### config.mk
export PLATFORM = sky130hd
export DESIGN_NAME = riu_sequencer
export DESIGN_NICKNAME = d
export VERILOG_FILES = /design/src/rtl/riu_sequencer.sv
export SDC_FILE = /design/constraint.sdc
export NUM_CORES = 1
export LEC_CHECK = 0
export ABC_AREA = 1
export BUFFER_PORTS_ARGS = -buffer_cell sky130_fd_sc_hd__buf_2
export CAP_MARGIN = 15
export CORE_ASPECT_RATIO = 1.1
export CORE_UTILIZATION = 50
export CTS_CLUSTER_DIAMETER = 40
export CTS_CLUSTER_SIZE = 16
export DETAILED_ROUTE_END_ITERATION = 16
export HOLD_SLACK_MARGIN = 0.05
export PLACE_DENSITY_LB_ADDON = 0.25
export RECOVER_POWER = 100
export SLEW_MARGIN = 20
export SYNTH_ARGS = -nofsm -noshare
export SYNTH_HDL_FRONTEND = slang
export SYNTH_SLANG_ARGS = --single-unit
### constraint.sdc
create_clock -name clk -period 4.95 [get_ports clk]
set_input_delay 0.495 -clock clk [delete_from_list [all_inputs] [get_ports clk]]
set_output_delay 0.495 -clock clk [all_outputs]
set_load 0.005 [all_outputs]
### src/rtl/riu_sequencer.sv
// riu_sequencer: multi-cycle control sequencer for RV32 R / I-ALU / LUI / AUIPC.
// Fetches over a req/ack handshake, then walks DECODE -> EXEC -> WB.
// Any encoding outside the supported set parks the sequencer in TRAP until reset.
module riu_sequencer #(
  parameter logic [31:0] RESET_PC = 32'h0000_0000
) (
  input  logic        clk,
  input  logic        rst,
  input  logic        run,
  output logic        imem_req,
  output logic [31:0] imem_addr,
  input  logic        imem_ack,
  input  logic [31:0] imem_rdata,
  output logic [31:0] instr,
  input  logic [6:0]  opcode,
  input  logic [2:0]  funct3,
  input  logic [6:0]  funct7,
  output logic [31:0] pc,
  output logic [3:0]  alu_op,
  output logic        alu_src_imm,
  output logic [1:0]  wb_sel,
  output logic        rf_we,
  output logic        retired,
  output logic [31:0] retire_count,
  output logic        trap
);

  typedef enum logic [2:0] {
    StIdle,
    StFetch,
    StDecode,
    StExec,
    StWb,
    StTrap
  } state_e;

  localparam logic [6:0] OpReg   = 7'b0110011;
  localparam logic [6:0] OpImm   = 7'b0010011;
  localparam logic [6:0] OpLui   = 7'b0110111;
  localparam logic [6:0] OpAuipc = 7'b0010111;

  localparam logic [6:0] F7Zero  = 7'b0000000;
  localparam logic [6:0] F7Alt   = 7'b0100000;

  state_e      state_q, state_d;
  logic [31:0] pc_q, pc_d;
  logic [31:0] instr_q, instr_d;
  logic [3:0]  alu_op_q, alu_op_d;
  logic        alu_src_imm_q, alu_src_imm_d;
  logic [1:0]  wb_sel_q, wb_sel_d;
  logic [31:0] retire_count_q, retire_count_d;

  logic        dec_legal;
  logic [3:0]  dec_alu_op;
  logic        dec_src_imm;
  logic [1:0]  dec_wb_sel;

  // Classify the held instruction from the externally decoded fields.
  always_comb begin
    dec_legal   = 1'b0;
    dec_alu_op  = 4'h0;
    dec_src_imm = 1'b0;
    dec_wb_sel  = 2'b00;
    case (opcode)
      OpReg: begin
        dec_legal  = (funct7 == F7Zero) ||
                     ((funct7 == F7Alt) && ((funct3 == 3'b000) || (funct3 == 3'b101)));
        dec_alu_op = {funct7[5], funct3};
      end
      OpImm: begin
        dec_src_imm = 1'b1;
        // Only shift-right uses the qualifier; ADDI's imm bit 10 must not select SUB.
        dec_alu_op  = {(funct3 == 3'b101) && funct7[5], funct3};
        case (funct3)
          3'b001:  dec_legal = (funct7 == F7Zero);
          3'b101:  dec_legal = (funct7 == F7Zero) || (funct7 == F7Alt);
          default: dec_legal = 1'b1;
        endcase
      end
      OpLui: begin
        dec_legal  = 1'b1;
        dec_wb_sel = 2'b01;
      end
      OpAuipc: begin
        dec_legal  = 1'b1;
        dec_wb_sel = 2'b10;
      end
      default: dec_legal = 1'b0;
    endcase
  end

  // Next-state and register updates for the sequencer.
  always_comb begin
    state_d        = state_q;
    pc_d           = pc_q;
    instr_d        = instr_q;
    alu_op_d       = alu_op_q;
    alu_src_imm_d  = alu_src_imm_q;
    wb_sel_d       = wb_sel_q;
    retire_count_d = retire_count_q;
    unique case (state_q)
      StIdle: begin
        if (run) state_d = StFetch;
      end
      StFetch: begin
        if (imem_ack) begin
          instr_d = imem_rdata;
          state_d = StDecode;
        end
      end
      StDecode: begin
        if (dec_legal) begin
          alu_op_d      = dec_alu_op;
          alu_src_imm_d = dec_src_imm;
          wb_sel_d      = dec_wb_sel;
          state_d       = StExec;
        end else begin
          state_d = StTrap;
        end
      end
      StExec: begin
        state_d = StWb;
      end
      StWb: begin
        pc_d           = pc_q + 32'd4;
        retire_count_d = retire_count_q + 32'd1;
        state_d        = run ? StFetch : StIdle;
      end
      StTrap: begin
        state_d = StTrap;
      end
      default: begin
        state_d = StIdle;
      end
    endcase
  end

  // State and datapath-control registers.
  always_ff @(posedge clk or posedge rst) begin
    if (rst) begin
      state_q        <= StIdle;
      pc_q           <= RESET_PC;
      instr_q        <= 32'h0;
      alu_op_q       <= 4'h0;
      alu_src_imm_q  <= 1'b0;
      wb_sel_q       <= 2'b00;
      retire_count_q <= 32'h0;
    end else begin
      state_q        <= state_d;
      pc_q           <= pc_d;
      instr_q        <= instr_d;
      alu_op_q       <= alu_op_d;
      alu_src_imm_q  <= alu_src_imm_d;
      wb_sel_q       <= wb_sel_d;
      retire_count_q <= retire_count_d;
    end
  end

  // Moore outputs decoded from state and registered fields.
  always_comb begin
    imem_req     = (state_q == StFetch);
    imem_addr    = pc_q;
    instr        = instr_q;
    pc           = pc_q;
    alu_op       = alu_op_q;
    alu_src_imm  = alu_src_imm_q;
    wb_sel       = wb_sel_q;
    rf_we        = (state_q == StWb);
    retired      = (state_q == StWb);
    retire_count = retire_count_q;
    trap         = (state_q == StTrap);
  end

endmodule

==> results.tsv <==
metric	value	unit
multiInputGateArea	2474	µm²
seq_area_frac_synth	45.69	%
critPathLaunchType	flip-flop	
total_leakage_power	3.476	nW
violations	capacitance limit, slew limit	
dr.pass1.iters	4	
cts.sinks	104	
drive_gt1_share	23.58	%
core	11010	µm²
maxCapViolCount	1	
rsz0062_at_grt	no	
synth_edf_count	0	
post_drt_wl_per_cell	12.89	µm
rrSetupSlack	1.98	ns
slew_viol_final	62	
clk_pin_slew_worst_paths	0.07	ns
cts_resized	0	
finalNetCount	915	
vias	4883	
cp.required	5.18	ns
yosys_warnings	0	
tns	0	ns
antenna_found_initial	0	
cts_setup_buffers	0	
async_reset_ff_share	100.0	%
hold_end	instr[8]$_DFFE_PP0P_	
io_buffers	187	
dpl_cell_area	6523	µm²
hold_buffers	0	
insertion_delay	0.34	ns
yosysMostFrequentCell	nand2_1	
grt_pass1_wl	21.42	mm
ys_dominant_reg_cell	dfrtp_1	
clockBufferDepth	2	
drcViolationCount	0	
finalPower	2.555	mW
skew	0.009697	ns
yosys-top-cells-count	nand2_1, dfrtp_1, nor2_1, inv_1, buf_4	
overflow	0	
dp_slack	3.075	ns
min-delay-path-class	in2reg	
gp_congestion	0.8703	
run_status	complete, but fails checks	
syn_area_per_cell	8.148	µm²
yosysUniqueCellTypes	31	
rr_startpoint	state_q[0]$_DFFE_PP0P_	
track_usage	22.58	%
synthesis.area	5695	µm²
regArea	2603	µm²
drt_first_iter_violations	191	
viasPerCell	4.825	
placementRows	40	
routed_wl	13.04	mm
numCtsBuffers	9	
finalWorstSetupSlack	1.981	ns
rr_worst_depth	8	
synth_top_cell_area_share	45.69	%
area_growth	17.90	%
r2r_end	imem_addr[26]$_DFFE_PP0P_	
hold_start	imem_rdata[8]	
initial_core_util	51.73	%
relSlewSlack	-78.65	%
min_delay_path_depth	2	
die_w	103.8	µm
ant_nets	0	
power_density	380.5	nW/µm²
cp.arrival	3.20	ns
setup_viol	0	
crit_fanout	21	
tightest_slew	2.665	ns
fp.dieH	113.9	µm
design_area	6715	µm²
path_class	reg2reg	
io_pins	192	
fin_crit	2.969	ns
synth_top_cell_by_area	dfrtp_1	
ir_drop	0.1652	mV
fmax	0.3369	GHz
fillCellCount	1046	
crit_path_end_kind	flip-flop	
finalHoldViolCount	0	
cts_tree	built	
period_share	59.97	%
grt_max_degree	62	
die_area	11820	µm²
grt_pass1_vias	4674	
hpwl	9.749	mm
syn_inst	699	
ys_ff_latch	104	
clock-root-buffer	clkbuf_16	
antenna_cells	0	
cts_htree_levels	3	
synthTopCellsByArea	dfrtp_1, nand2_1, mux2_2	
==> cell type report <==
cell class / instances / area share [%]
flip-flops and latches: 104 / 38.76
multi-input cells: 499 / 36.84
repair buffers: 189 / 13.40
clock buffers: 11 / 3.764
inverters: 57 / 3.205
well taps: 147 / 2.739
clock inverters: 5 / 1.304
==> cells in the final DEF (no fill, tap or decap) <==
| master | n |
|---|---|
| clkinvlp_2 | 1 |
| dfrtp_1 | 104 |
| clkinv_4 | 1 |
| clkbuf_16 | 9 |
| clkbuf_1 | 33 |
| bufinv_16 | 2 |
| nor2_4 | 1 |
| nand3b_1 | 16 |
| nor2_2 | 2 |
| and3_1 | 2 |
| mux2_1 | 1 |
| ha_1 | 2 |
| o21ai_0 | 8 |
| buf_2 | 151 |
| inv_1 | 56 |
| buf_1 | 4 |
| nand3_1 | 37 |
| a21oi_1 | 3 |
| nor2_1 | 97 |
| nand4_1 | 2 |
| clkbuf_8 | 2 |
| clkinvlp_4 | 1 |
| conb_1 | 4 |
| nor3_1 | 8 |
| nor4_1 | 1 |
| xor2_1 | 20 |
| inv_8 | 1 |
| clkbuf_2 | 1 |
| mux2_2 | 31 |
| nand2_1 | 246 |
| xnor2_1 | 17 |
| or2_2 | 1 |
==> per-stage QoR <==
step	hold slack, ns	instances	utilization [%]
after floorplan	0.4654	702	-
after global placement	0.4538	996	59.24
after detailed placement	0.4590	996	59.24
after CTS	0.3040	1012	62.33
after global routing	0.3669	1012	60.99
final	0.3794	1012	60.99
==> report_power, final <==
group | switching (mW) | internal [mW]
logic | 0.306 | 0.309
clock network | 0.319 | 0.475
registers | 0.122 | 1.02
total | 0.747 | 1.81
==> worst max-delay path: stages (launching register included) <==
cell,delay (ns)
dfrtp_1,0.45
inv_1,0.14
nand3_1,0.65
nor3_1,0.72
nand3_1,0.32
nor2_1,0.36
nand2_1,0.08
nand2_1,0.07
nand2_1,0.05
==> flip-flops by register name, indices dropped and copies added, names as in the netlist <==
register      count
state_q           3
instr            32
wb_sel            2
alu_src_imm       1
retire_count     32
imem_addr        30
alu_op            4
==> layer usage <==
layer | up-vias | GRT usage [%] | routed length [µm]
met5 | - | 0 | 0
met4 | 0 | 8.762 | 212
met3 | 19 | 3.600 | 453
met2 | 122 | 40.31 | 6726
met1 | 2278 | 27.58 | 5648
li1 | 2464 | - | -
==> kinds of logic after synthesis <==
kind of cell	count (synthesis)	share of synthesized area [%]
AOI/OAI and AO/OA	11	0.9666
xor gates and xnor gates	37	5.690
adders and majority gates	2	0.4393
buffers and inverters	99	9.402
DFF	104	45.69
muxes	32	6.327
other	1	0.06584
and+or+nand+nor	413	31.41
==> worst max-delay path by stage <==
stage | start | endpoint | slack [ns] | cells after the start
final | state_q[0]$_DFFE_PP0P_ | imem_addr[26]$_DFFE_PP0P_ | 1.98 | 8
after global routing | rst | instr[18]$_DFFE_PP0P_ | 1.43 | 3
after CTS | state_q[1]$_DFFE_PP0P_ | rf_we | 2.85 | 5
after detailed placement | state_q[0]$_DFFE_PP0P_ | imem_addr[26]$_DFFE_PP0P_ | 3.08 | 8
after global placement | state_q[0]$_DFFE_PP0P_ | imem_addr[26]$_DFFE_PP0P_ | 3.14 | 8
after floorplan | rst | alu_op[0]$_DFFE_PP0P_ | 1.72 | 1
No activity file was read; power rests on OpenSTA's default activity.
